<file path="src/rtl/cpu_pkg.sv">
// Shared types and constants for the core's front end.
//   fetch_state_t : fetch FSM states (FETCH, WAIT, WAIT_DROP)
//   fetch_entry_t : one fetched instruction with its PC
//   INST_BYTES    : size of one instruction word in bytes
//   DEFAULT_RESET_PC : default first fetch address
//   align_pc()    : clears the byte-offset bits of a PC
package cpu_pkg;

    localparam logic [31:0] INST_BYTES       = 32'd4;
    localparam logic [31:0] DEFAULT_RESET_PC = 32'h0000_0000;

    typedef enum logic [1:0] {
        FETCH     = 2'd0,
        WAIT      = 2'd1,
        WAIT_DROP = 2'd2
    } fetch_state_t;

    typedef struct packed {
        logic [31:0] pc;
        logic [31:0] inst;
    } fetch_entry_t;

    function automatic logic [31:0] align_pc(input logic [31:0] pc);
        return {pc[31:2], 2'b00};
    endfunction

endpackage

</file>
<file path="src/rtl/fetch_queue.sv">
// Small synchronous FIFO of fetched instructions feeding decode.
//   clk, rst   : clock and synchronous active-high reset
//   flush      : drop all entries next cycle (wins over push)
//   push       : enqueue push_data (never asserted while full without a pop)
//   pop        : dequeue head (ignored when empty)
//   head       : registered head entry, all-zero when empty
//   count      : number of valid entries
module fetch_queue
    import cpu_pkg::*;
#(
    parameter int unsigned DEPTH = 2,
    localparam int unsigned PTR_W = $clog2(DEPTH),
    localparam int unsigned CNT_W = PTR_W + 1
) (
    input  logic               clk,
    input  logic               rst,
    input  logic               flush,
    input  logic               push,
    input  fetch_entry_t       push_data,
    input  logic               pop,
    output fetch_entry_t       head,
    output logic [CNT_W-1:0]   count
);

    fetch_entry_t           mem_q [DEPTH];
    logic [PTR_W-1:0]       rd_ptr_q, rd_ptr_d;
    logic [PTR_W-1:0]       wr_ptr_q, wr_ptr_d;
    logic [CNT_W-1:0]       count_q, count_d;
    logic [CNT_W-1:0]       count_after_pop_s;
    fetch_entry_t           head_q, head_d;
    logic                   do_pop_s;
    logic                   do_push_s;

    assign do_pop_s          = pop && (count_q != {CNT_W{1'b0}});
    assign do_push_s         = push && ((count_q != CNT_W'(DEPTH)) || do_pop_s);
    assign count_after_pop_s = do_pop_s ? (count_q - CNT_W'(1)) : count_q;

    // Next pointers, occupancy and registered head entry.
    always_comb begin
        rd_ptr_d = rd_ptr_q;
        wr_ptr_d = wr_ptr_q;
        count_d  = count_q;
        head_d   = '0;
        if (flush) begin
            rd_ptr_d = {PTR_W{1'b0}};
            wr_ptr_d = {PTR_W{1'b0}};
            count_d  = {CNT_W{1'b0}};
            head_d   = '0;
        end else begin
            if (do_pop_s) begin
                rd_ptr_d = rd_ptr_q + PTR_W'(1);
            end else begin
                rd_ptr_d = rd_ptr_q;
            end
            if (do_push_s) begin
                wr_ptr_d = wr_ptr_q + PTR_W'(1);
                count_d  = count_after_pop_s + CNT_W'(1);
            end else begin
                wr_ptr_d = wr_ptr_q;
                count_d  = count_after_pop_s;
            end
            // A push into a queue that is empty after this cycle's pop becomes
            // the head directly, since it is not in the array yet.
            if (count_d == {CNT_W{1'b0}}) begin
                head_d = '0;
            end else if (do_push_s && (count_after_pop_s == {CNT_W{1'b0}})) begin
                head_d = push_data;
            end else begin
                head_d = mem_q[rd_ptr_d];
            end
        end
    end

    // Pointer, count and head registers.
    always_ff @(posedge clk) begin
        if (rst) begin
            rd_ptr_q <= {PTR_W{1'b0}};
            wr_ptr_q <= {PTR_W{1'b0}};
            count_q  <= {CNT_W{1'b0}};
            head_q   <= '0;
        end else begin
            rd_ptr_q <= rd_ptr_d;
            wr_ptr_q <= wr_ptr_d;
            count_q  <= count_d;
            head_q   <= head_d;
        end
    end

    // Storage array write port; contents are only observed while counted valid.
    always_ff @(posedge clk) begin
        if (do_push_s && !flush && !rst) begin
            mem_q[wr_ptr_q] <= push_data;
        end
    end

    assign head  = head_q;
    assign count = count_q;

endmodule

</file>
<file path="src/rtl/fetch_unit.sv">
// Instruction-fetch initiator: issues one request at a time to instruction
// memory, queues returned words with their PCs for decode, and handles
// redirects including dropping a stale in-flight response.
//   clk, rst                          : clock, synchronous active-high reset
//   imem_req_valid/ready/addr         : request channel to instruction memory
//   imem_resp_valid/data              : in-order response channel
//   redirect_valid/pc                 : taken branch/jump, flush and refetch
//   inst_valid/ready/pc/data          : instruction stream to decode
module fetch_unit
    import cpu_pkg::*;
#(
    parameter logic [31:0] RESET_PC    = DEFAULT_RESET_PC,
    parameter int unsigned QUEUE_DEPTH = 2
) (
    input  logic        clk,
    input  logic        rst,
    output logic        imem_req_valid,
    input  logic        imem_req_ready,
    output logic [31:0] imem_req_addr,
    input  logic        imem_resp_valid,
    input  logic [31:0] imem_resp_data,
    input  logic        redirect_valid,
    input  logic [31:0] redirect_pc,
    output logic        inst_valid,
    input  logic        inst_ready,
    output logic [31:0] inst_pc,
    output logic [31:0] inst_data
);

    localparam int unsigned CNT_W = $clog2(QUEUE_DEPTH) + 1;

    fetch_state_t       state_q, state_d;
    logic [31:0]        fetch_pc_q, fetch_pc_d;
    logic [CNT_W-1:0]   q_count_s;
    fetch_entry_t       q_head_s;
    fetch_entry_t       push_entry_s;
    logic               push_s;
    logic               pop_s;
    logic               req_hs_s;

    // Issue only from FETCH and only with room for the answer in the queue,
    // so a response can always be pushed.
    assign imem_req_valid = !rst && (state_q == FETCH) && (q_count_s < CNT_W'(QUEUE_DEPTH));
    assign imem_req_addr  = fetch_pc_q;
    assign req_hs_s       = imem_req_valid && imem_req_ready;

    assign push_s       = (state_q == WAIT) && imem_resp_valid && !redirect_valid;
    assign push_entry_s = '{pc: fetch_pc_q, inst: imem_resp_data};
    assign pop_s        = inst_valid && inst_ready;

    assign inst_valid = !rst && (q_count_s != {CNT_W{1'b0}});
    assign inst_pc    = rst ? 32'h0000_0000 : q_head_s.pc;
    assign inst_data  = rst ? 32'h0000_0000 : q_head_s.inst;

    // Fetch FSM and PC update.
    always_comb begin
        state_d    = state_q;
        fetch_pc_d = fetch_pc_q;
        case (state_q)
            FETCH: begin
                // A response seen here is a protocol violation and is ignored.
                if (req_hs_s && redirect_valid) begin
                    state_d    = WAIT_DROP;
                    fetch_pc_d = align_pc(redirect_pc);
                end else if (req_hs_s) begin
                    state_d    = WAIT;
                    fetch_pc_d = fetch_pc_q;
                end else if (redirect_valid) begin
                    state_d    = FETCH;
                    fetch_pc_d = align_pc(redirect_pc);
                end else begin
                    state_d    = FETCH;
                    fetch_pc_d = fetch_pc_q;
                end
            end
            WAIT: begin
                if (imem_resp_valid && redirect_valid) begin
                    state_d    = FETCH;
                    fetch_pc_d = align_pc(redirect_pc);
                end else if (imem_resp_valid) begin
                    state_d    = FETCH;
                    fetch_pc_d = fetch_pc_q + INST_BYTES;
                end else if (redirect_valid) begin
                    state_d    = WAIT_DROP;
                    fetch_pc_d = align_pc(redirect_pc);
                end else begin
                    state_d    = WAIT;
                    fetch_pc_d = fetch_pc_q;
                end
            end
            WAIT_DROP: begin
                if (imem_resp_valid) begin
                    state_d = FETCH;
                end else begin
                    state_d = WAIT_DROP;
                end
                if (redirect_valid) begin
                    fetch_pc_d = align_pc(redirect_pc);
                end else begin
                    fetch_pc_d = fetch_pc_q;
                end
            end
            default: begin
                state_d    = FETCH;
                fetch_pc_d = fetch_pc_q;
            end
        endcase
    end

    // State and fetch PC registers.
    always_ff @(posedge clk) begin
        if (rst) begin
            state_q    <= FETCH;
            fetch_pc_q <= RESET_PC;
        end else begin
            state_q    <= state_d;
            fetch_pc_q <= fetch_pc_d;
        end
    end

    fetch_queue #(
        .DEPTH (QUEUE_DEPTH)
    ) u_queue (
        .clk       (clk),
        .rst       (rst),
        .flush     (redirect_valid),
        .push      (push_s),
        .push_data (push_entry_s),
        .pop       (pop_s),
        .head      (q_head_s),
        .count     (q_count_s)
    );

endmodule

</file>
<file path="config.mk">
export PLATFORM = sky130hd
export DESIGN_NAME = fetch_unit
export DESIGN_NICKNAME = d
export VERILOG_FILES = /design/src/rtl/cpu_pkg.sv /design/src/rtl/fetch_queue.sv /design/src/rtl/fetch_unit.sv
export SDC_FILE = /design/constraint.sdc
export NUM_CORES = 1
export LEC_CHECK = 0
export CAP_MARGIN = 20
export CORE_MARGIN = 4
export CORE_UTILIZATION = 45
export DETAILED_ROUTE_END_ITERATION = 10
export GPL_TIMING_DRIVEN = 0
export PLACE_DENSITY_LB_ADDON = 0.1
export SETUP_SLACK_MARGIN = 0.15
export SYNTH_ARGS = -nofsm -noshare
export SYNTH_HDL_FRONTEND = slang
export SYNTH_SLANG_ARGS = --single-unit
</file>
<file path="constraint.sdc">
create_clock -name clk -period 16.4 [get_ports clk]
set_clock_uncertainty 0.15 [all_clocks]
set_input_delay 1.64 -clock clk [delete_from_list [all_inputs] [get_ports clk]]
set_output_delay 1.64 -clock clk [all_outputs]
set_load 0.05 [all_outputs]
</file>
* Word-level counts from Yosys, hierarchy flattened
Memory sizes are Yosys's and may differ from the RTL's. Index checks and enable logic that the tools add are counted.
Cells by class: add/sub/neg operators 5, order comparisons 1, equality and inequality tests 4, mux-type cells 23, reductions and logical operators 25
Operators by type and width (number):
- 32-bit two-way mux | 7
- 32-bit case mux with 3 select lines | 1
- 64-bit two-way mux | 1
- 32-bit by 3-bit adder with 32-bit output (second input constant) | 1
- 2-bit two-way mux | 8
- 1-bit logical AND | 14
- 2-bit zero test | 3
- 2-bit case mux with 3 select lines | 1
- 1-bit two-way mux | 5
- 3-bit by 2-bit inequality test with 1-bit output (second input constant) | 1
- 3-bit nonzero test | 1
- 3-bit OR reduction | 1
- 1-bit adder (second input constant) | 2
- 2-bit by 1-bit adder with 2-bit output (second input constant) | 1
- 2-bit by 1-bit equality test with 1-bit output (second input constant) | 1
- 2-bit equality test (second input constant) | 1
- 1-bit zero test | 2
- 2-bit < comparator (second input constant) | 1
- 2-bit inequality test (second input constant) | 1
- 2-bit AND reduction | 1
- 2-bit nonzero test | 1
- 2-bit OR reduction | 1
- 2-bit by 1-bit subtractor with 2-bit output (second input constant) | 1
- 1-bit logical OR | 1
Storage, ports and cells: register bits after elaboration 102, memory bits (writable) 128, input bits 70, output and inout port bits 98, word-level logic and storage cells 66, memories 1
Memory list:
- u_queue.mem_q | words 2, bits a word 64, rd ports 1, clocked after Yosys merged registers in 0, write ports 1, line fetch_queue.sv:25 | fetch_entry_t mem_q [DEPTH];

* Depth between registers and ports, before layout
Gate-level depths: netlist of run 1.
word-level depth 10, gate-level depth with buffers 10, depth with buffers taken out 8

* Cells and area by module
Synthesis of run 1 repeated with hierarchy kept, for this count alone.
Second synthesis, totals: cell total of the unflattened synthesis 1015, area, all modules 10348.7 um2
By module, submodules not included:
- fetch_queue | instances 1, cells an instance 516, area an instance 6902.9 um2, seq. area each 5205.0 um2
- fetch_unit | instances 1, cells an instance 499, area an instance 3445.8 um2, seq. area each 680.7 um2

* Least setup slack after synthesis of run 1
Ideal clock, no wire load.
path kind input to register, start input port rst, end memory u_queue.mem_q[1][0] in the netlist's numbering (enable), setup time 578 ps, arrival time 7114 ps, data required time 15672 ps, slack 8558 ps, cell stages on the path 4, path buffers 1, path through buf_2 or3b_1 a21o_1 nor3b_1
On the way: cells in the longest elaborated chain, start to end 10
Ends and longest elaborated chain:
- start, declared | line fetch_unit.sv:16 | input logic rst,
- 1-bit zero test * | line fetch_queue.sv:91, fetch_unit.sv:51
- 1-bit logical AND | line fetch_unit.sv:51 | assign inst_valid = !rst && (q_count_s != {CNT_W{1'b0}});
- 1-bit logical AND | line fetch_unit.sv:49 | assign pop_s = inst_valid && inst_ready;
- 1-bit logical AND | line fetch_queue.sv:34 | assign do_pop_s = pop && (count_q != {CNT_W{1'b0}});
- 1-bit logical OR | line fetch_queue.sv:35 | assign do_push_s = push && ((count_q != CNT_W'(DEPTH)) || do_pop_s);
- 1-bit logical AND | line fetch_queue.sv:35
- 1-bit logical AND | line fetch_queue.sv:91 | if (do_push_s && !flush && !rst) begin
- 1-bit logical AND * | line fetch_queue.sv:91
- 1-bit two-way mux * | line fetch_queue.sv:91
- 1-bit two-way mux (implied by the code) * | line fetch_queue.sv:92 | mem_q[wr_ptr_q] <= push_data;
- end, declared | line fetch_queue.sv:25
Mark *: on every way between the ends. The rest lies on a longest branch, timed or not.

* Worst setup path in the final report of run 1
start input port rst, end output port inst_valid
On the way: cells in the longest elaborated chain, start to end 2
Ends and longest elaborated chain:
- 1-bit zero test | line fetch_unit.sv:51
- 1-bit logical AND | line fetch_unit.sv:51
- end, declared | line fetch_unit.sv:24 | output logic inst_valid,
Every way passes these cells.

==> results.sh, run 1 <==
export IMPL_status="finished, final reports clean"
export IMPL_post_drt_wl_per_cell_um=20.2
export IMPL_finalSetupTns_ps=0
export IMPL_clock_latency_ps=500
export IMPL_core_area_sq_um=22800
export IMPL_synthTopCellsByArea="edfxtp_1 (37%), dfxtp_1 (20%), mux2i_1 (6.6%)"
export IMPL_via_per_inst=5.65
export IMPL_cts_root_buf="clkbuf_16"
export IMPL_first_iter_violations=737
export IMPL_grt_pass1_wl_um=47600
export IMPL_vias=8502
export IMPL_yosysTopAreaCell="edfxtp_1"
export IMPL_synth_top_cell_area_share_pct=36.8
export IMPL_ys_flop_type="edfxtp_1"
export IMPL_final_setup_viol_count=0
export IMPL_ioPinCount=168
export IMPL_reg2reg_slack_ps=12830
export IMPL_chipWidth_um=160
export IMPL_ys_seq_area_share_pct=56.3
export IMPL_finalNetCount=1253
export IMPL_crit_arrival_ps=4020
export IMPL_drt_pass1_iter_count=5
export IMPL_grt_pass1_vias=8258
export IMPL_critical_path_class="in -> out"
export IMPL_cp_start_kind="input port"
export IMPL_post_cts_resize_count=0
export IMPL_dp_hpwl_um=21500
export IMPL_ant_nets=0
export IMPL_clock_sinks=230
export IMPL_io_buffers=164
export IMPL_startpoint="rst"
export IMPL_drc=0
export IMPL_drv_cap=0
export IMPL_finalCritPeriodShare_pct=35.4
export IMPL_drive_gt1_share_pct=7.21
export IMPL_synth_edff_count=128
export IMPL_power_density_nw_per_um2=96.4
export IMPL_r2r_start="state_q[1]$_SDFF_PP0_"
export IMPL_grt_max_degree=14
export IMPL_ir_drop_mv=0.0618
export IMPL_tightest_slew_ps=1020
export IMPL_track_usage_pct=23.1
export IMPL_globalplace_congestion=0.958
export IMPL_syn_avg_cell_area_sq_um=10.8
export IMPL_antenna_found_initial=0
export IMPL_critPathMaxFanout=10
export IMPL_synth_area_sq_um=10500
export IMPL_numCtsBuffers=25
export IMPL_postCtsHoldBufs=0
export IMPL_h_tree_depth=1
export IMPL_synth_cell_type_count=77
export IMPL_clk_pin_slew_ps=60
export IMPL_hold_viol=0
export IMPL_relSlewSlack_pct=31.5
export IMPL_routed_wl_um=30300
export IMPL_ys_ff_latch=230
export IMPL_cts_tree="done"
export IMPL_syn_to_final_growth_pct=28.5
export IMPL_hp_class="reg -> reg"
export IMPL_p_leak_nw=4.95
export IMPL_ys_warnings_count=0
export IMPL_reg2regPathDepth=11
export IMPL_fmax_ghz=0.172
export IMPL_die_area_sq_um=25700
export IMPL_post_cts_buffers=0
export IMPL_final_core_util_pct=59.0
export IMPL_endpoint_kind="output pin"
export IMPL_num_antenna_cells=0
export IMPL_synth_cells=971
export IMPL_worstSetupEndpoint="inst_valid"
export IMPL_rsz0062_at_grt="no"
export IMPL_maxSlewViolCount=0
export IMPL_r2r_end="u_queue.mem_q[1][35]$_DFFE_PP_"
export IMPL_async_flop_share_pct=0
export IMPL_dieHeight_um=160
export IMPL_fin_crit_ps=5810
export IMPL_synth_fp_nets=1049
export IMPL_cts_max_path_buffers=3
export IMPL_grt_overflow_total=0
export IMPL_cp_required_ps=14610
export IMPL_rows=55
export IMPL_start_util_pct=45.9
export IMPL_finalPower_w=0.00130
==> layout by cell type, fill, tap and decap left out, types with 13 or more instances in the layout <==
cell / count
inv_1: 13
clkdlybuf4s50_1: 164
dfxtp_1: 102
o21ai_0: 56
edfxtp_1: 128
mux2i_1: 69
nor2_1: 106
nand2_1: 58
a211oi_1: 79
nor2b_1: 71
clkbuf_16: 25
a21oi_1: 27
clkbuf_1: 61
buf_2: 13
==> worst min path at each step <==
| stage | endpoint | slack [ps] | depth (start not counted) | from |
|---|---|---|---|---|
| floorplan | u_queue.wr_ptr_q$_SDFFE_PP0P_ | 350 | 2 | u_queue.wr_ptr_q$_SDFFE_PP0P_ |
| global placement | u_queue.mem_q[1][42]$_DFFE_PP_ | 310 | 0 | flop |
| detailed placement | u_queue.mem_q[0][42]$_DFFE_PP_ | 310 | 0 | flop |
| CTS | u_queue.mem_q[1][42]$_DFFE_PP_ | 330 | 0 | flop |
| global route | u_queue.mem_q[1][42]$_DFFE_PP_ | 350 | 0 | flop |
| finish | u_queue.mem_q[1][42]$_DFFE_PP_ | 320 | 0 | flop |
==> per-stage QoR <==
stage | hold WS [ps] | instance area [sq um] | std cells | setup WS [ps]
finish | 325 | 13400 | 1505 | 10590
global route | 347 | 13400 | 1505 | 10480
CTS | 326 | 13400 | 1505 | 10590
detailed placement | 310 | 12700 | 1461 | 10610
global placement | 308 | 12500 | 1448 | 5120
floorplan | 349 | 10500 | 971 | 8560
==> power by group <==
group	total [W]	leakage [nW]	switching (W)	internal (W)
registers	0.000635	2.00	0.0000178	0.000617
clock network	0.000529	0.372	0.000214	0.000315
logic	0.000131	2.58	0.0000835	0.0000476
total	0.00130	4.95	0.000315	0.000980
==> synth_stat cells (all sizes together), types with 3 or more instances <==
cell	n
a31oi	6
nor3	10
a22o	3
nand2b	6
a311oi	4
a21oi	27
o211ai	10
o311ai	4
o2111ai	4
a21o	4
edfxtp	128
a32o	3
o31ai	5
or3	8
xnor2	7
mux2i	69
a211oi	79
and2	7
clkbuf	51
ha	8
o21a	5
a22oi	9
nor3b	3
or2	3
nor2	106
nand2	58
nor2b	71
or4	5
buf	20
dfxtp	102
nand3	13
nor4	6
inv	14
nand4	12
o21ai	56
a41oi	3
or3b	4
and3	8
==> cells by family (layout without fill, tap and decap cells) <==
kind of cell    Yosys count  after routing  synth area share, %
simple gates            326            326                 16.0
flops                   230            230                 56.3
mux                      71             71                 6.82
xor+xnor                  7              7                0.586
compound gates          243            243                 16.0
fa+ha+maj                 8              8                0.957
buf+inv                  86            307                 3.33
==> worst max-delay path, stage by stage <==
cell             delay [ps]
buf_2                   230
clkbuf_1                610
buf_1                   680
nor2_1                  120
clkdlybuf4s50_1         730
==> layout make-up <==
class / instances / area [sq um]
Fill cell: 1948 / 9350
Sequential cell: 230 / 5890
Multi-Input combinational cell: 655 / 4240
Timing Repair Buffer: 177 / 1790
Clock buffer: 40 / 722
Tap cell: 313 / 392
Buffer: 71 / 292
Inverter: 15 / 56.3
Clock inverter: 4 / 51.3
==> per-layer routing <==
layer  GRT usage (%)  vias to the layer above  share of wire, %
met5               0                        -                 0
met4            7.12                        0               3.0
met3            3.41                       61               6.8
met2            37.2                      358                46
met1            32.5                     4066                44
li1                -                     4017                 -
(Power assumes the default switching activity.)
==> run 2, diff against run 1 <==
- clock period: 16.4 -> 5.7 ns (I/O delays scaled with it)
==> results.sh, run 2 (synthesis gave the netlist of run 1 again) <==
export IMPL_post_cts_resize_count=0
export IMPL_postCtsHoldBufs=0
export IMPL_final_setup_viol_count=0
export IMPL_cpMaxStageDelayCell="clkdlybuf4s50_1"
export IMPL_cts_max_path_buffers=3
export IMPL_tightest_slew_ps=1140
export IMPL_post_drt_wl_per_cell_um=20.2
export IMPL_drv_cap=0
export IMPL_drt_pass1_iter_count=6
export IMPL_path_cells="buf_2 > clkbuf_1 > buf_1 > nor2_1 > clkdlybuf4s50_1"
export IMPL_fmax_ghz=0.266
export IMPL_numCtsBuffers=25
export IMPL_ant_nets=0
export IMPL_final_common_cell="clkdlybuf4s50_1"
export IMPL_dp_hpwl_um=21600
export IMPL_power_density_nw_per_um2=277
export IMPL_syn_to_final_growth_pct=29.3
export IMPL_maxSlewViolCount=0
export IMPL_rsz0062_at_grt="no"
export IMPL_routed_wl_um=30400
export IMPL_chipWidth_um=160
export IMPL_cts_root_buf="clkbuf_16"
export IMPL_die_area_sq_um=25700
export IMPL_ioPinCount=168
export IMPL_globalplace_congestion=0.945
export IMPL_dp_cells=1456
export IMPL_max_stage_delay_ps=740
export IMPL_finalNetCount=1248
export IMPL_dieHeight_um=160
export IMPL_hp_class="reg -> reg"
export IMPL_antenna_found_initial=0
export IMPL_endpoint_kind="output pin"
export IMPL_hold_viol=0
export IMPL_num_antenna_cells=0
export IMPL_critical_path_class="in -> out"
export IMPL_relSlewSlack_pct=23.0
export IMPL_cts_tree="done"
export IMPL_finalNonFillerCells=1502
export IMPL_final_core_util_pct=59.4
export IMPL_drive_gt1_share_pct=7.32
export IMPL_grt_pass1_wl_um=47100
export IMPL_fin_crit_ps=3760
export IMPL_critPathMaxFanout=10
export IMPL_rows=55
export IMPL_p_leak_nw=4.98
export IMPL_clock_sinks=230
export IMPL_clk_pin_slew_ps=60
export IMPL_status="finished, final reports clean"
export IMPL_io_buffers=164
export IMPL_cp_start_kind="input port"
export IMPL_post_cts_buffers=0
export IMPL_drc=0
export IMPL_crit_arrival_ps=3040
export IMPL_clock_latency_ps=510
export IMPL_start_util_pct=45.9
export IMPL_h_tree_depth=1
export IMPL_finalCritPeriodShare_pct=66.0
export IMPL_fillerInstances=1928
export IMPL_grt_overflow_total=0
export IMPL_first_iter_violations=773
export IMPL_grt_max_degree=19
export IMPL_cp_required_ps=4980
export IMPL_track_usage_pct=22.8
export IMPL_ir_drop_mv=0.183
export IMPL_vias=8458
export IMPL_layout_common_cells="clkdlybuf4s50_1 (164), edfxtp_1 (128), nor2_1 (106), dfxtp_1 (102), a211oi_1 (79)"
export IMPL_grt_pass1_vias=8233
export IMPL_via_per_inst=5.63
export IMPL_core_area_sq_um=22800
[run 2: routing by layer]
metal  routed length, um  GRT usage (%)  up-vias
li1                    -              -     4017
met2               14000           37.3      379
met1               13400           31.3     4008
met3                2260           3.80       54
met4                 778           7.12        0
met5                   0              0        -
[run 2: critical path, delay by kind of cell]
family	cells	cell delay (ps)
buffers and inverters	4	2340
AND/OR/NAND/NOR	1	110
[run 2: per-stage QoR]
stage / worst slack [ps] / cell area (sq um) / hold slack (ps) / setup TNS [ps] / power (W)
2_1_floorplan: 1200 / 10500 / 366 / 0 / 0.00205
3_3_place_gp: -795 / 12500 / 305 / -94980 / 0.00223
3_5_place_dp: 1910 / 12700 / 314 / 0 / 0.00223
4_1_cts: 1980 / 13500 / 314 / 0 / 0.00377
5_1_grt: 1830 / 13500 / 345 / 0 / 0.00386
6_report: 1940 / 13500 / 330 / 0 / 0.00374
[run 2: where the power goes]
part / internal [W] / switching (W) / leakage [nW]
Combinational: 0.000137 / 0.000241 / 2.59
Clock: 0.000904 / 0.000632 / 0.388
Sequential: 0.00178 / 0.0000509 / 2.00
[run 2: worst paths after layout]
path | startpoint | to | slack (ps) | cells after the start
min reg2reg | flop | u_queue.mem_q[0][44]$_DFFE_PP_ | 330 | 0
max | rst | inst_valid | 1940 | 5
min | flop | u_queue.mem_q[0][44]$_DFFE_PP_ | 330 | 0
max reg2reg | u_queue.count[1]$_SDFF_PP0_ | u_queue.head[27]$_SDFF_PP0_ | 2340 | 10
[run 2: cell type report]
class	count	area [sq um]	area share, %
clock inverter	7	47.5	0.352
timing repair buffer	172	1850	13.7
inverter	15	56.3	0.416
tap	313	392	2.90
clock buffer	39	748	5.53
sequential	230	5890	43.5
multi-input combinational	655	4250	31.5
buffer	71	292	2.16
==> run 3, diff against run 2 <==
- clock period: 5.7 -> 3.2 ns (I/O delays scaled with it)
==> results.sh, run 3 (synthesis gave the netlist of run 1 again) <==
export IMPL_cp_required_ps=3410
export IMPL_ioPinCount=168
export IMPL_clk_pin_slew_ps=70
export IMPL_start_util_pct=45.9
export IMPL_ir_drop_mv=0.315
export IMPL_critPathTopFamily="buffers and inverters"
export IMPL_crit_buf_inv=3
export IMPL_num_antenna_cells=0
export IMPL_maxSlewViolCount=0
export IMPL_cts_root_buf="clkbuf_16"
export IMPL_relSlewSlack_pct=28.1
export IMPL_final_area_sq_um=13600
export IMPL_drv_cap=0
export IMPL_postCtsHoldBufs=0
export IMPL_switching_share_pct=23.8
export IMPL_drc=0
export IMPL_finalCritPeriodShare_pct=90.1
export IMPL_cp_start_kind="flop"
export IMPL_pwr_share_comb_pct=9.8
export IMPL_tightest_slew_ps=1080
export IMPL_track_usage_pct=22.4
export IMPL_hold_viol=0
export IMPL_grt_pass1_vias=8070
export IMPL_clock_sinks=230
export IMPL_path_cells="inv_2 > ha_4 > nor3b_4 > mux2_2 > ha_1 > o31ai_4 > buf_4 > buf_2 > a211oi_1"
export IMPL_power_density_nw_per_um2=507
export IMPL_whs_ps=111
export IMPL_core_area_sq_um=22800
export IMPL_dp_cells=1457
export IMPL_p_int_w=0.00525
export IMPL_routed_wl_um=30200
export IMPL_numCtsBuffers=25
export IMPL_endpoint_kind="flop"
export IMPL_rows=55
export IMPL_antenna_found_initial=0
export IMPL_clock_latency_ps=510
export IMPL_dieHeight_um=160
export IMPL_critical_path_class="reg -> reg"
export IMPL_hp_class="in -> reg"
export IMPL_die_area_sq_um=25700
export IMPL_globalplace_congestion=0.946
export IMPL_finalNonFillerCells=1502
export IMPL_drive_gt1_share_pct=9.42
export IMPL_fmax_ghz=0.347
export IMPL_grt_pass1_wl_um=46200
export IMPL_grt_overflow_total=0
export IMPL_cpMaxStageDelayCell="mux2_2"
export IMPL_via_per_inst=5.57
export IMPL_final_setup_viol_count=0
export IMPL_finalNetCount=1249
export IMPL_max_stage_delay_ps=400
export IMPL_power_switching_w=0.00164
export IMPL_fin_ws_ps=318
export IMPL_clkPwrFrac_pct=43.0
export IMPL_dp_hpwl_um=21500
export IMPL_layout_common_cells="clkdlybuf4s50_1 (163), edfxtp_1 (128), nor2_1 (106), dfxtp_1 (100), a211oi_1 (79)"
export IMPL_pwr_share_seq_pct=47.2
export IMPL_crit_arrival_ps=3090
export IMPL_cts_max_path_buffers=3
export IMPL_post_drt_wl_per_cell_um=20.1
export IMPL_status="finished, final reports clean"
export IMPL_cts_tree="done"
export IMPL_final_common_cell="clkdlybuf4s50_1"
export IMPL_rsz0062_at_grt="no"
export IMPL_place_area_sq_um=12700
export IMPL_drt_pass1_iter_count=6
export IMPL_ant_nets=0
export IMPL_chipWidth_um=160
export IMPL_fin_crit_ps=2880
export IMPL_vias=8372
export IMPL_h_tree_depth=1
export IMPL_p_leak_nw=5.06
export IMPL_critPathMaxFanout=10
export IMPL_syn_to_final_growth_pct=29.9
export IMPL_post_cts_buffers=0
export IMPL_io_buffers=164
export IMPL_first_iter_violations=810
export IMPL_grt_max_degree=19
export IMPL_dp_slack_ps=-359
## run 3: path summary, 6_finish.rpt
check | startpoint | endpoint | slack (ps) | depth (start not counted)
worst max-delay path | u_queue.count[1]$_SDFF_PP0_ | u_queue.head[30]$_SDFF_PP0_ | 320 | 9
worst min-delay path | rst | flop | 110 | 3
worst max register to register | u_queue.count[1]$_SDFF_PP0_ | u_queue.head[30]$_SDFF_PP0_ | 320 | 9
worst min register to register | flop | u_queue.mem_q[0][53]$_DFFE_PP_ | 320 | 0
## run 3: layout make-up
cell class                      instances  area, sq um
Multi-Input combinational cell        655         4290
Buffer                                 71          322
Inverter                               15         56.3
Sequential cell                       230         5890
Fill cell                            1925         9190
Clock inverter                         14          170
Tap cell                              313          392
Timing Repair Buffer                  173         1780
Clock buffer                           31          688
## run 3: stage by stage
step / total power (W) / util (%) / setup TNS, ps
floorplan: 0.00366 / - / -17920
global placement: 0.00397 / 55.0 / -228870
detailed placement: 0.00398 / 55.7 / -14230
CTS: 0.00694 / 59.5 / 0
global route: 0.00712 / 59.6 / 0
finish: 0.00689 / 59.6 / 0
## run 3: tightest hold or removal path: stages
cell     delay [ps]
buf_2           220
or4_1           160
a21oi_1          30
## run 3: layer usage
layer  track usage [%]  vias up  wire length [um]
li1                  -     4018                 -
met1              31.3     3964             13300
met2              36.5      344             14000
met3              3.36       46              2110
met4              6.61        0               723
met5                 0        -                 0
## run 3: repair_timing
action                                  in CTS  in global routing
gates resized for setup                      8                 21
cloned                                       0                  0
endpoints found under the setup margin      70                116
## run 3: power groups by stage
| stage | registers (W) | logic [W] | clock network [W] |
|---|---|---|---|
| global placement | 0.00331 | 0.000662 | 0 |
| floorplan | 0.00340 | 0.000262 | 0 |
| global route | 0.00326 | 0.000716 | 0.00314 |
| CTS | 0.00325 | 0.000670 | 0.00302 |
| finish | 0.00325 | 0.000676 | 0.00296 |
| detailed placement | 0.00331 | 0.000665 | 0 |
==> edit 1: new RTL, settings of run 1 <==
Change the parameter `QUEUE_DEPTH` from 2 to 4.
--- a/src/rtl/fetch_unit.sv
+++ b/src/rtl/fetch_unit.sv
@@ -10,7 +10,7 @@
     import cpu_pkg::*;
 #(
     parameter logic [31:0] RESET_PC    = DEFAULT_RESET_PC,
-    parameter int unsigned QUEUE_DEPTH = 2
+    parameter int unsigned QUEUE_DEPTH = 4
 ) (
     input  logic        clk,
     input  logic        rst,
Check against the original RTL: not equivalent (Yosys sat finds a counterexample within 10 cycles, from zero or initial values and one cycle with rst high).
==> edit 1 against run 1 <==
  * Cell count up 38%
  * Highest routed layer unchanged
  * Combinational power up 7%
  * Power up 53%
  * Synthesized area up 68%
  * Setup slack worse by 0.70 ns
  * Clock power up 57%
  * Critical path depth up 1
  * Synthesized cell count up 34%
  * Non-clock buffer count up 55
  * Final area up 60%
  * Routed wire length up 66%
  * Sequential cell count up 131
==> edit 1: results <==
[run_status]
status = complete, no violations

[timing]
holdWs_ns = 0.364
worst_pin_slew_ns = 1.03

[synthesis]
syn_nets = 1381
yosys-top-cells-area = edfxtp_1 (44%), mux4_2 (16%), dfxtp_1 (12%)
yosys-top-cells-count = edfxtp_1 (256), nor2_1 (130), mux4_2 (126)
synth_edf_count = 256
synth_cell_types = 70

[place]
gp_congestion = 0.958
dp_cells = 2011
place_area_um2 = 20300
dp_hpwl_mm = 35.2

[grt]
antenna_found_initial = 1
track_usage_pct = 23.8
grt_pass1_wl_mm = 76.2

[cts]
insertion_delay_ns = 0.54
htreeDepth = 2
cts_made_buffers = 39

[detailed_routing]
avgViaCountPerCell = 5.86
routed_wl_mm = 50.4
dr.pass1.iters = 6

[power]
leakagePower_uw = 0.00691
vdd.ir_drop.worst_mv = 0.0630
p_sw_uw = 473

[worst_setup_path]
cp_slowest_cell = buf_1
critPathMaxStageDelay_ns = 0.78
rr_worst_depth = 9
r2r_end = u_queue.mem_q[1][24]
worstPathArrival_ns = 4.71

[cells_and_area]
diodes = 0
drive_gt1_share_pct = 17.6
fin_nets = 1616
stdcell_count = 2082

[min_path]
min_delay_path_depth = 2
hold_path_end = u_queue.wr_ptr_q[1]
==> edit 1: layout make-up <==
cell class,instances,area (µm²)
clock inverter,20,140
sequential,361,9790
timing repair buffer,194,1980
buffer,109,541
clock buffer,51,1060
fill,3140,17200
multi-input combinational,810,7230
tap,518,648
inverter,19,71.3
==> edit 1: worst max path at each step <==
stage,startpoint,end,slack [ns]
final,rst,inst_pc[22],9.90
after global routing,rst,inst_valid,9.77
after CTS,rst,inst_valid,9.84
after detailed placement,rst,inst_valid,9.85
after global placement,redirect_valid,u_queue.mem_q[1][38],2.90
after floorplan,rst,u_queue.mem_q[1][0],8.64
==> edit 1: worst reg2reg max path: cells and delay by family (launching register included) <==
| family | cells | cell delay, ns |
|---|---|---|
| simple gates | 3 | 1.78 |
| flops | 1 | 0.32 |
| buf+inv | 5 | 1.00 |
| fa+ha+maj | 1 | 0.20 |
==> edit 1: cells by family (layout without fill, tap and decap cells) <==
family,Yosys count,in the layout,synth area share (%)
compound gates,223,223,8.79
xor+xnor,14,14,0.781
fa+ha+maj,12,12,0.852
buf+inv,128,393,3.47
flops,361,361,55.6
mux,195,195,20.0
simple gates,366,366,10.5
==> edit 1: routing by layer <==
metal / wire [µm] / global-route usage (%) / vias to the layer above
met5: 0 / 0 / -
met1: 20700 / 32.0 / 6086
met4: 1790 / 7.84 / 0
met2: 24400 / 39.7 / 496
li1: - / - / 5522
met3: 3480 / 4.19 / 106
==> edit 1: power groups by stage <==
stage                     Clock [µW]  Combinational (µW)  Sequential [µW]
after floorplan                    0                53.1             1040
after global placement             0                 138             1030
after detailed placement           0                 139             1030
after CTS                        849                 140             1010
after global routing             885                 149             1010
final                            833                 140             1010
==> edit 2: new RTL, config.mk and constraints of run 1 <==
Made on the original files. Re-encode `fetch_state_t` (3 states) as one-hot, 3 bits wide.
--- a/src/rtl/cpu_pkg.sv
+++ b/src/rtl/cpu_pkg.sv
@@ -9,10 +9,10 @@
     localparam logic [31:0] INST_BYTES       = 32'd4;
     localparam logic [31:0] DEFAULT_RESET_PC = 32'h0000_0000;
 
-    typedef enum logic [1:0] {
-        FETCH     = 2'd0,
-        WAIT      = 2'd1,
-        WAIT_DROP = 2'd2
+    typedef enum logic [2:0] {
+        FETCH     = 3'b001,
+        WAIT      = 3'b010,
+        WAIT_DROP = 3'b100
     } fetch_state_t;
 
     typedef struct packed {
Function: same outputs for any inputs over 4 cycles, from zero or initial values and one cycle with rst high; so few cycles prove little.
==> edit 2 against run 1 <==
  * Non-clock buffer count is 6 lower
  * Cell count fell by 5.7%
  * Synthesized area down 1.6%
  * Setup slack improved by 0.079 ns
  * First-iteration DRC count is 19% lower
  * Synthesized cell count fell by 5.0%
  * Final area shrank 2.3%
  * Power fell by 2.1%
  * Routed wire length decreased by 8.1%
  * Via count fell by 7.3%
  * Count of clock-buffer cells in the layout decreased by 2
  * Sequential cell count rose by 1
  * Die area is 1.5% lower
  * Critical path type unchanged
==> edit 2: results <==
[run_status]
status = complete, no violations

[worst_setup_path]
rr_worst_depth = 9
crit_end = inst_data[29]
worstPathArrival_ns = 3.94
regToRegStartpoint = u_queue.count[1]
r2r_end = u_queue.head[48]

[grt]
grt_pass1_vias = 7508
grt_overflow = 0
track_usage_pct = 21.0
grt_pass1_wl_mm = 42.9
grt_max_degree = 48

[cells_and_area]
n_fill_cell = 1952
area_growth_pct = 27.5
drive_gt1_share_pct = 7.76

[detailed_routing]
vias = 7883
dr.first_iter.drc_count = 599

[synthesis]
ys_seq_area_share_pct = 57.4
syn_nets = 996
yosys-top-cells-count = edfxtp_1 (128), nor2_1 (114), dfxtp_1 (103)
synthMuxAreaShare_pct = 6.34
synth_cell_types = 57
synth_xor_xnor_area_share_pct = 2.30
synth_fa_ha_area_share_pct = 0.486
yosys-top-cells-area = edfxtp_1 (37%), dfxtp_1 (20%), mux2i_1 (6.2%)
synth-compound-area-share_pct = 14.4

[cts]
post_cts_buffers = 0
insertion_delay_ns = 0.52
clockBufferDepth = 3

[timing]
slew_headroom_pct = 40.1

[power]
vdd.ir_drop.worst_mv = 0.0710

[place]
dp_hpwl_mm = 19.1
place_area_um2 = 12400
portBuffers = 163
gp_congestion = 0.912
## edit 2: where the power goes
group          internal (µW)  switching (µW)
registers                618            13.6
logic                   42.3            70.9
clock network            303             219
total                    964             304
## edit 2: cell type report
class	count	area share, %
inverters	12	0.343
clock inverters	8	0.525
plain buffers	76	2.69
flip-flops and latches	231	45.0
repair buffers	166	13.0
multi-input cells	603	30.5
clock buffers	38	5.22
well taps	285	2.72
## edit 2: metal layers
metal  share of wire [%]  up-vias  track usage (%)  wire length (µm)
met5                   0        -                0                 0
met2                  46      325             33.7             12900
li1                    -     3774                -                 -
met4                 2.5        0             6.23               696
met1                  45     3735             29.4             12600
met3                 6.3       49             3.65              1750
## edit 2: metrics by stage
step / cells / setup WS, ns / hold WS, ns
after floorplan: 922 / 10.63 / 0.348
after detailed placement: 1373 / 10.59 / 0.310
after global routing: 1419 / 10.53 / 0.339
final: 1419 / 10.67 / 0.322
after CTS: 1419 / 10.59 / 0.326
after global placement: 1370 / 8.11 / 0.304
## edit 2: how the worst min path moves through the flow
stage / depth (start not counted) / slack (ns) / endpoint
2_1_floorplan: 2 / 0.35 / u_queue.wr_ptr_q
3_3_place_gp: 0 / 0.30 / u_queue.mem_q[1][52]
3_5_place_dp: 0 / 0.31 / u_queue.mem_q[0][52]
4_1_cts: 0 / 0.33 / u_queue.mem_q[0][52]
5_1_grt: 0 / 0.34 / u_queue.mem_q[1][52]
6_report: 0 / 0.32 / u_queue.mem_q[0][52]
## edit 2: critical path, stage by stage
cell and delay (ns):
buf_6 0.15, clkbuf_1 0.61, buf_1 0.65, nor2b_1 0.14, clkdlybuf4s50_1 0.74
